===== config.mk =====
export PLATFORM = sky130hd
export DESIGN_NAME = sync_fork_n
export DESIGN_NICKNAME = d
export VERILOG_FILES = /design/src/rtl/sync_pkg.sv /design/src/rtl/sync_fork_done_tree.sv /design/src/rtl/sync_fork_n.sv
export SDC_FILE = /design/constraint.sdc
export NUM_CORES = 1
export LEC_CHECK = 0
export CORE_UTILIZATION = 37
export DETAILED_ROUTE_END_ITERATION = 8
export PLACE_DENSITY = 0.82
export REMOVE_ABC_BUFFERS = 1
export SYNTH_ARGS = -nofsm -noshare
export SYNTH_HDL_FRONTEND = slang
export SYNTH_HIERARCHICAL = 1
export SYNTH_SLANG_ARGS = --single-unit

===== constraint.sdc =====
create_clock -name clk_i -period 2.2 [get_ports clk_i]
set_clock_uncertainty 0.2 [all_clocks]
set_input_delay 0.44 -clock clk_i [delete_from_list [all_inputs] [get_ports clk_i]]
set_output_delay 0.44 -clock clk_i [all_outputs]
set_load 0.02 [all_outputs]

===== src/rtl/sync_pkg.sv =====
// Shared types and default widths for the clocked sync fork/join family.
package sync_pkg;

    typedef enum logic {
        FORK_EMPTY,
        FORK_FULL
    } fork_state_e;

    localparam int unsigned DEF_NUM_OUT = 4;
    localparam int unsigned DEF_DATA_W  = 32;
    localparam int unsigned DEF_CNT_W   = 16;

endpackage


===== src/rtl/sync_fork_done_tree.sv =====
// Per-branch completion vector and its AND reduction; the clocked stand-in for a
// C-element acknowledge tree, shared by fork and join style blocks.
module sync_fork_done_tree #(
    parameter int unsigned NUM_OUT = 4
) (
    input  logic [NUM_OUT-1:0] taken_i,
    input  logic [NUM_OUT-1:0] valid_i,
    input  logic [NUM_OUT-1:0] ready_i,
    output logic [NUM_OUT-1:0] done_o,
    output logic               all_done_o
);

    always_comb begin
        done_o     = taken_i | (valid_i & ready_i);
        all_done_o = &done_o;
    end

endmodule


===== src/rtl/sync_fork_n.sv =====
// N-way valid/ready fork with a single-entry buffer and per-branch completion tracking.
// Optional per-word branch mask enabled by defining SYNC_FORK_MASK_EN.
module sync_fork_n
    import sync_pkg::*;
#(
    parameter int unsigned NUM_OUT = DEF_NUM_OUT,
    parameter int unsigned DATA_W  = DEF_DATA_W,
    parameter int unsigned CNT_W   = DEF_CNT_W
) (
    input  logic               clk_i,
    input  logic               rst_i,
    input  logic               in_valid_i,
    output logic               in_ready_o,
    input  logic [DATA_W-1:0]  in_data_i,
    output logic [NUM_OUT-1:0] out_valid_o,
    input  logic [NUM_OUT-1:0] out_ready_i,
`ifdef SYNC_FORK_MASK_EN
    input  logic [NUM_OUT-1:0] out_mask_i,
`endif
    output logic [DATA_W-1:0]  out_data_o,
    output logic               busy_o,
    output logic [CNT_W-1:0]   xfer_cnt_o
);

    localparam logic [CNT_W-1:0] CntOne = CNT_W'(1);

    fork_state_e        state_q, state_d;
    logic [NUM_OUT-1:0] taken_q, taken_d;
    logic [DATA_W-1:0]  data_q, data_d;
    logic [CNT_W-1:0]   cnt_q, cnt_d;

    logic [NUM_OUT-1:0] done;
    logic               all_done;
    logic               accept;
    logic [NUM_OUT-1:0] taken_init;

    // Masked-off branches start out already taken so they never raise valid.
`ifdef SYNC_FORK_MASK_EN
    assign taken_init = ~out_mask_i;
`else
    assign taken_init = '0;
`endif

    sync_fork_done_tree #(
        .NUM_OUT (NUM_OUT)
    ) u_done_tree (
        .taken_i    (taken_q),
        .valid_i    (out_valid_o),
        .ready_i    (out_ready_i),
        .done_o     (done),
        .all_done_o (all_done)
    );

    always_comb begin
        out_valid_o = (state_q == FORK_FULL) ? ~taken_q : '0;
        // out_ready_i reaches in_ready_o combinationally to allow back-to-back words.
        in_ready_o  = (state_q == FORK_EMPTY) || all_done;
        accept      = in_valid_i && in_ready_o;
        out_data_o  = data_q;
        busy_o      = (state_q == FORK_FULL);
        xfer_cnt_o  = cnt_q;
    end

    always_comb begin
        state_d = state_q;
        taken_d = taken_q;
        data_d  = data_q;
        cnt_d   = cnt_q;

        unique case (state_q)
            FORK_EMPTY: begin
                if (accept) begin
                    state_d = FORK_FULL;
                    taken_d = taken_init;
                    data_d  = in_data_i;
                end
            end
            FORK_FULL: begin
                if (all_done) begin
                    cnt_d = cnt_q + CntOne;
                    if (accept) begin
                        taken_d = taken_init;
                        data_d  = in_data_i;
                    end else begin
                        state_d = FORK_EMPTY;
                        taken_d = '0;
                    end
                end else begin
                    taken_d = done;
                end
            end
            default: begin
                state_d = FORK_EMPTY;
                taken_d = '0;
            end
        endcase
    end

    always_ff @(posedge clk_i) begin
        if (rst_i) begin
            state_q <= FORK_EMPTY;
            taken_q <= '0;
            data_q  <= '0;
            cnt_q   <= '0;
        end else begin
            state_q <= state_d;
            taken_q <= taken_d;
            data_q  <= data_d;
            cnt_q   <= cnt_d;
        end
    end

endmodule


# Word-level counts from Yosys, hierarchy flattened
# Index checks and enable logic that the tools add are counted.
[totals]
reg_bits = 53
latch_bits = 0
ramBits = 0
mem_bits_ro = 0
elab_cells = 25
mem_count = 0
[classes]
n_addsub = 1
n_mul = 0
div_mod_pow = 0
order_cmp = 0
eq_ne = 2
shifts = 0
n_mux = 10
bitwise_logic = 4
n_reduce_logical = 4
[op_table]
columns = ["op", "n"]
rows = [
  ["$mux W32", 2],
  ["$pmux W32 S2", 1],
  ["$add A16 B1 Y16 const B", 1],
  ["$mux W4", 3],
  ["$pmux W4 S2", 1],
  ["$reduce_and A5 Y1", 1],
  ["$and A4 B4 Y4", 1],
  ["$not A4 Y4", 1],
  ["$or A4 B4 Y4", 1],
  ["$reduce_and A4 Y1", 1],
  ["$mux W1", 2],
  ["$ne A2 B1 Y1 const B", 1],
  ["$ne A2 B2 Y1 const B", 1],
  ["$pmux W1 S2", 1],
  ["$logic_and A1 B1 Y1", 1],
  ["$logic_or A1 B1 Y1", 1],
  ["$not A1 Y1", 1],
]

# Longest topological paths before layout
# Gate-level depths: netlist of run 1.
[logic_depth]
word_depth = 10
depth_mapped = 11

# Cells and area by module
# The synthesis of run 1 kept the hierarchy.
[modules_own_cells]
columns = ["mod", "n_inst", "cells_each", "area_each_um2", "seq_area_each_um2"]
rows = [
  ["sync_fork_n", 1, 250, 2023.2, 1061.0],
  ["sync_fork_done_tree", 1, 5, 38.8, 0.0],
]

# Least setup slack after synthesis of run 1
# No wires, ideal clock.
[synth_timing]
path_kind = "reg2reg"
startpoint = "register state_q (netlist: busy_o)"
endpoint = "register data_q[29] (netlist: out_data_o[29])"
setup_ns = 0.071
arrival_ns = 2.677
required_ns = 1.929
setup_slack_ns = -0.748
path_stages_with_launch = 12
path_buffers = 3
synth_period_minus_slack_ns = 2.948
cell_sequence = "dfxtp_1 -> clkbuf_1 -> nor2b_1 -> a21o_1 -> and4_1 -> nor2b_1 -> inv_1 -> and2_1 -> clkbuf_1 -> clkbuf_1 -> nand2_1 -> a21oi_1"
[synth_between]
elab_chain_len = 9
elab_cells_between_ends = 11
cone_classes = "eq/ne (1); mux (4); bitwise (3); reduce/logical (3)"
[synth_lines]
columns = ["element", "line_no", "source"]
rows = [
  ["start, declared", "sync_fork_n.sv:27", "fork_state_e state_q, state_d;"],
  ["start signal, assigned", "sync_fork_n.sv:106", "state_q <= state_d;"],
  ["$mux W4 *", "sync_fork_n.sv:55", "out_valid_o = (state_q == FORK_FULL) ? ~taken_q : '0;"],
  ["named net out_valid_o[2]", "sync_fork_n.sv:15", "output logic [NUM_OUT-1:0] out_valid_o,"],
  ["$and A4 B4 Y4 *", "sync_fork_done_tree.sv:14", "done_o = taken_i | (valid_i & ready_i);"],
  ["$or A4 B4 Y4 *", "sync_fork_done_tree.sv:14", ""],
  ["named net done[2]", "sync_fork_n.sv:32", "logic [NUM_OUT-1:0] done;"],
  ["$reduce_and A4 Y1 *", "sync_fork_done_tree.sv:15", "all_done_o = &done_o;"],
  ["named net all_done", "sync_fork_n.sv:33", "logic all_done;"],
  ["$logic_or A1 B1 Y1 *", "sync_fork_n.sv:57", "in_ready_o = (state_q == FORK_EMPTY) || all_done;"],
  ["named net in_ready_o", "sync_fork_n.sv:13", "output logic in_ready_o,"],
  ["$logic_and A1 B1 Y1 *", "sync_fork_n.sv:58", "accept = in_valid_i && in_ready_o;"],
  ["$mux W32 *", "-", ""],
  ["$mux W32", "-", ""],
  ["$pmux W32 S2 *", "sync_fork_n.sv:70", "unique case (state_q)"],
  ["end signal, assigned", "sync_fork_n.sv:108", "data_q <= data_d;"],
  ["end, declared", "sync_fork_n.sv:29", "logic [DATA_W-1:0] data_q, data_d;"],
]
# The timed path passes the listed nets; every way through them passes the cells marked *. The select of a mux whose other input is x is not followed.
# A chain may end at the register's enable or synchronous reset.

# Final worst setup path of run 1
[layout_timing]
startpoint = "register state_q (netlist: busy_o)"
endpoint = "output port in_ready_o"
[layout_between]
elab_chain_len = 5
elab_cells_between_ends = 6
cone_classes = "mux (1); bitwise (3); reduce/logical (2)"
[layout_lines]
columns = ["element", "line_no"]
rows = [
  ["$mux W4", "sync_fork_n.sv:55"],
  ["$and A4 B4 Y4", "sync_fork_done_tree.sv:14"],
  ["$or A4 B4 Y4", "sync_fork_done_tree.sv:14"],
  ["named net done[2]", "sync_fork_n.sv:32"],
  ["$reduce_and A4 Y1", "sync_fork_done_tree.sv:15"],
  ["named net all_done", "sync_fork_n.sv:33"],
  ["$logic_or A1 B1 Y1", "sync_fork_n.sv:57"],
  ["end, declared", "sync_fork_n.sv:13"],
]
# The timed path passes the listed nets, and every way through them passes these cells.

==> results by group, run 1 <==
Run status
  • Outcome: finished with violations
  • Failing checks: setup timing

Routing
  • Avg WL per Cell: 12.9 um
  • Drc violations: 0
  • First-pass DRT Iterations: 4
  • Final ANT Viol Nets: 0
  • Via count: 2116
  • DRT iter0 DRCs: 58
  • Wirelength, routed: between 5 and 6 mm
  • Vias per inst: 4.83

STA
  • Final period util: 1.02
  • RSZ-0062 raised after global routing: yes
  • TNS Setup: -0.0476 ns
  • Slew HR: 0.663
  • Final WS setup: -0.0381 ns
  • Post-route minimum period: 2.24 ns
  • Hold slack: 0.257 ns
  • Endpoints failing setup: 2
  • Peak Freq: 0.447 GHz
  • Slew Viols, Final: 0
  • Measured slew at the worst slew-check pin: 0.505 ns
  • Final Hold Viols: 0

Worst setup path
  • End of the critical path: in_ready_o
  • CP delay by family, top: simple AND/OR/NAND/NOR gates
  • Reg2Reg Depth: 10
  • RR Endpoint: xfer_cnt_o[15]
  • Cells along the critical path: nor2b_4 > a21o_1 > and4_1 > nor2b_1 > inv_1 > buf_6
  • Critical path's slowest cell: dfxtp_4
  • Crit path max fanout: 7
  • Worst Setup SP: busy_o
  • CP Capture Type: output port
  • Internal reg-to-reg setup slack: -0.01 ns
  • WS Path Type: flip-flop to output port
  • Crit path DAT: 1.60 ns
  • R2r startpoint: busy_o
  • Buf/Inv on CP: 2
  • Crit start category: flip-flop
  • WP data required: 1.56 ns
  • Critical path depth: 6
  • Crit-path max cell delay: 0.38 ns

Hold path
  • Hold_sp: out_data_o[29]
  • HP Class: flip-flop to flip-flop

Placement
  • Worst slack at placement: -0.439 ns
  • Cell Area, Placed: 3160 um2
  • Hpwl dp: between 3 and 4 mm
  • DP Cell Count: 417
  • Final GP Congestion: 0.739
  • Port bufs: slightly above 90

Cells and area
  • Commonest cells after routing, fill and taps aside: 82 x clkdlybuf4s50_1, 69 x nand2_1, 52 x dfxtp_1
  • Layout cells sized above 1: 0.160
  • Commonest non-fill, non-tap cell in the layout: clkdlybuf4s50_1
  • Design area: between 3000 and 4000 um2
  • P&R area growth vs syn: 71.5%
  • Nets: roughly 400
  • Utilization after layout: 0.675
  • Filler Cell Count: 415
  • Diode count: 0
  • Non-filler cells, final: 438
  • Register Area: 1060 um2
  • Multi-input logic area: 1040 um2

Clocking
  • CTS H-Tree Depth: 2
  • Worst-path clk slew: 0.09 ns
  • CTS max path bufs: 2
  • Clk_lat worst skew: 0.30 ns
  • TritonCTS Buffers: 5
  • CTS tree: built
  • Clock tree root buffer cell: clkbuf_8
  • Sink Count: 53
  • CTS Hold Bufs: 0

Pwr
  • Power per Cell Area: just under 600 nW/um2
  • Comb pwr share: 0.181
  • Total Power: 2.08 mW
  • Clock share of power: 0.330
  • Switching fraction of total power: 0.242
  • P_sw: 503 uW
  • Peak VDD IR: 0.354 mV
  • Leak: 1.38 nW
  • Register share of total power: 0.489
  • P_int: 1.57 mW

Synthesis
  • Synth Warn #: 6
  • Cells after synthesis: 255
  • Share of Yosys cell area claimed by the top area cell type: 0.515
  • Seq/Total Area, Yosys: 0.515
  • Post-synth cell types: 29
  • Yosys reg bits: 53
  • Mapped Avg Cell Area: 8.09 um2
  • Synth area leaders: dfxtp_1 51%, nand2_1 13%, a21oi_1 10%
  • Synth Area in Adders: 0.00607
  • Synth Area in XOR/XNOR: 0.0467
  • Netlist Area Pre-Place: 2060 um2
  • Mux cell area share after synthesis: 0
  • Main combinational cell family by area after synthesis: simple AND/OR/NAND/NOR gates
  • Compound-gate portion of the synthesized area: 0.127
  • Area leader, netlist: dfxtp_1
  • Area fraction in and, or, nand and nor cells after synthesis: 0.273

Global route
  • Initial antenna violation count: 0
  • Pin count of the biggest net entering global routing: 33
  • Global-route wire length before repair: 8.52 mm
  • Grt ovf: 0
  • GRT Util Overall: 0.177
  • Vias in the first global route: approximately 1900

Die
  • Rows: 26
  • Core ar.: 5240 um2
  • Die Y: 76.7 um
  • Width of the die: 76.7 um
  • Die ar.: 5880 um2
  • Initial core utilization: 0.394
  • Num ports: 93

Job
  • Maxcap violations: 0
-- per-layer routing --
layer / routed length [um] / vias up / share of wire / GRT usage
li1: - / 1071 / - / -
met3: 275 / 6 / 0.049 / 0.0488
met4: 54 / 0 / 0.0096 / 0.0558
met1: 2460 / 977 / 0.44 / 0.197
met2: 2860 / 62 / 0.51 / 0.325
met5: 0 / - / 0 / 0
-- cell usage after synthesis --
cell type  number
nand2_1        73
dfxtp_1        53
a21oi_1        41
nor2_1         17
clkbuf_1       11
xnor2_1         6
nor2b_1         5
xor2_1          5
a21o_1          4
inv_1           4
nand3_1         4
nand4_1         4
nor3_1          4
and4_1          3
buf_1           3
nor3b_1         3
nor4_1          2
o21ai_0         2
a31o_2          1
and2_1          1
ha_1            1
nand3b_1        1
nand4_2         1
o31ai_1         1
or3_1           1
or3_2           1
or3_4           1
or3b_2          1
or4_1           1
-- flip-flops by register name (all words and copies together) (netlist names) --
name        cells
busy_o          1
out_data_o     32
taken_q         4
xfer_cnt_o     16
-- power by group through the flow --
stage,registers (mW),logic [mW],clock network (mW)
global route,1.02,0.401,0.736
floorplan,1.08,0.0784,0
CTS,1.02,0.344,0.698
detailed placement,1.04,0.331,0
global placement,1.04,0.328,0
finish,1.02,0.376,0.684
-- worst min path at each step --
stage | to | slack [ns] | depth (start not counted)
finish | out_data_o[29] | 0.26 | 2
global route | out_data_o[12] | 0.28 | 2
CTS | out_data_o[29] | 0.26 | 2
detailed placement | out_data_o[29] | 0.25 | 2
global placement | out_data_o[2] | 0.24 | 2
floorplan | out_data_o[0] | 0.31 | 1
-- tightest hold or removal path, cell delays in order (launching register included) --
cell,delay [ns]
dfxtp_1,0.32
nand2_1,0.05
a21oi_1,0.05
-- repair_timing --
action | 4_1_cts | 5_1_grt
endpoints found under the setup margin | 11 | 43
resized for setup | 26 | 19
buffers inserted | 10 | 0
gates cloned | 0 | 4
pin swaps | 8 | 4
-- cells by family after synthesis --
kind of cell	count (synthesis)
and+or+nand+nor	123
DFF	53
AOI/OAI and AO/OA	49
buffers and inverters	18
xor gates and xnor gates	11
adders and majority gates	1
-- cell type report --
cell class / instances / area share
sequential: 53 / 0.301
tap: 70 / 0.0248
multi-input combinational: 184 / 0.294
timing repair buffer: 119 / 0.343
clock buffer: 7 / 0.0244
inverter: 4 / 0.00424
clock inverter: 1 / 0.00849
Power figures use the tool's default switching activity.
==> inputs of run 2 (changes only) <==
- CORE_UTILIZATION: 37 -> 35
- PLACE_DENSITY: 0.82 -> 0.79
==> run 2 against run 1 <==
The flow now finishes without violations. Sequential share of layout area rose by 1.1 points. Design area fell by 3.4%. Count of clock-buffer cells in the layout fell by 1. Fmax rose by 2.2%. Non-clock buffer count fell by 5. Die area rose by 5.6%. Via count fell by 0.57%. Total power fell by 2.4%.
==> results by group, run 2 (same netlist as run 1, synthesis figures left out) <==
Die
  • Width of the die: approximately 80 um
  • Rows: 27
  • Initial core utilization: 0.368
  • Die Y: 78.8 um
  • Num ports: 93
  • Core ar.: ~5600 um2
  • Die ar.: between 6000 and 7000 um2

Global route
  • Global-route wire length before repair: between 8 and 9 mm
  • Vias in the first global route: 1941
  • Initial antenna violation count: 0
  • Grt ovf: 0
  • GRT Util Overall: 0.175
  • Pin count of the biggest net entering global routing: 33

Worst setup path
  • CP Capture Type: flip-flop
  • Crit path DAT: 2.24 ns
  • Crit path max fanout: 6
  • WS Path Type: flip-flop to flip-flop
  • WP data required: 2.25 ns
  • Crit start category: flip-flop

Pwr
  • P_sw: 500 uW
  • Switching fraction of total power: 0.247
  • Peak VDD IR: ~0.35 mV
  • Clock share of power: 0.328
  • Register share of total power: 0.502
  • Leak: roughly 1.3 nW
  • Comb pwr share: 0.171
  • Total Power: around 2 mW
  • Power per Cell Area: 593 nW/um2
  • P_int: 1.52 mW

Routing
  • Final ANT Viol Nets: 0
  • Avg WL per Cell: around 12 um
  • Drc violations: 0
  • DRT iter0 DRCs: 91
  • Via count: 2104
  • Wirelength, routed: 5.32 mm
  • Vias per inst: 4.84
  • First-pass DRT Iterations: 4

Clocking
  • Sink Count: 53
  • CTS max path bufs: 2
  • Worst-path clk slew: around 0.10 ns
  • CTS H-Tree Depth: 2
  • TritonCTS Buffers: 5
  • CTS Hold Bufs: 0
  • Clock tree root buffer cell: clkbuf_8
  • CTS tree: built
  • Clk_lat worst skew: around 0.30 ns

Cells and area
  • Non-filler cells, final: 435
  • Layout cells sized above 1: 0.140
  • Largest register FFs: 32
  • Nets: about 400
  • P&R area growth vs syn: 65.7%
  • Commonest cells after routing, fill and taps aside: 81 x clkdlybuf4s50_1, 72 x nand2_1, 52 x dfxtp_1
  • Commonest non-fill, non-tap cell in the layout: clkdlybuf4s50_1
  • Diode count: 0
  • Design area: 3420 um2

STA
  • TNS Setup: 0 ns
  • Slew HR: 0.678
  • Measured slew at the worst slew-check pin: between 0.4 and 0.5 ns
  • Final Hold Viols: 0
  • Post-route minimum period: 2.19 ns
  • Final period util: 0.996
  • Endpoints failing setup: 0
  • Slew Viols, Final: 0
  • Peak Freq: between 0.4 and 0.5 GHz
  • RSZ-0062 raised after global routing: yes

Hold path
  • HP Class: flip-flop to flip-flop

Placement
  • Cell Area, Placed: 3170 um2
  • Final GP Congestion: 0.702
  • Hpwl dp: between 3 and 4 mm
  • DP Cell Count: 421
  • Port bufs: 92

Job
  • Maxcap violations: 0

Run status
  • Outcome: complete, no violations
-- run 2: layer usage --
metal / global-route usage / share of wire
met5: 0 / 0
met4: 0.0389 / 0.0096
met3: 0.0460 / 0.064
met2: 0.306 / 0.49
met1: 0.213 / 0.44
-- run 2: what timing repair did --
| action | in CTS | in global routing |
|---|---|---|
| setup buffers | 4 | 2 |
| endpoints found under the setup margin | 8 | 41 |
| pin swaps | 8 | 4 |
| gates resized for setup | 24 | 14 |
-- run 2: critical path, stage by stage (launching register included) --
cell	delay [ns]
dfxtp_4	0.39
nor2b_4	0.15
a21o_1	0.15
and4_4	0.24
buf_6	0.10
and4_4	0.25
nand2_4	0.05
or4_4	0.48
a21oi_2	0.13
-- run 2: worst paths after layout --
kind | endpoint | slack (ns) | cells after the start | from
setup reg to reg | xfer_cnt_o[15] | 0.01 | 8 | busy_o
hold / removal | out_data_o[15] | 0.26 | 2 | out_data_o[15]
hold reg to reg | out_data_o[15] | 0.26 | 2 | out_data_o[15]
setup / recovery | xfer_cnt_o[15] | 0.01 | 8 | busy_o
-- run 2: power by group through the flow --
stage | combinational (mW) | clock, mW | sequential [mW]
after global placement | 0.331 | 0 | 1.04
after CTS | 0.344 | 0.674 | 1.02
after floorplan | 0.0784 | 0 | 1.08
after detailed placement | 0.334 | 0 | 1.04
final | 0.345 | 0.663 | 1.02
after global routing | 0.372 | 0.716 | 1.02
-- run 2: cell type report --
cell class | count | area, um2
repair buffers | 114 | 1130
multi-input cells | 184 | 1010
inverters | 4 | 15.0
well taps | 72 | 90.1
clock inverters | 2 | 38.8
fillers | 521 | 2190
clock buffers | 6 | 72.6
flip-flops and latches | 53 | 1060
-- run 2: through the flow --
stage	util	worst slack, ns	hold WS, ns
floorplan	-	-0.732	0.309
global placement	0.566	-0.431	0.242
detailed placement	0.566	-0.436	0.246
CTS	0.598	0.00235	0.259
global route	0.609	-0.0801	0.281
finish	0.609	0.00974	0.258
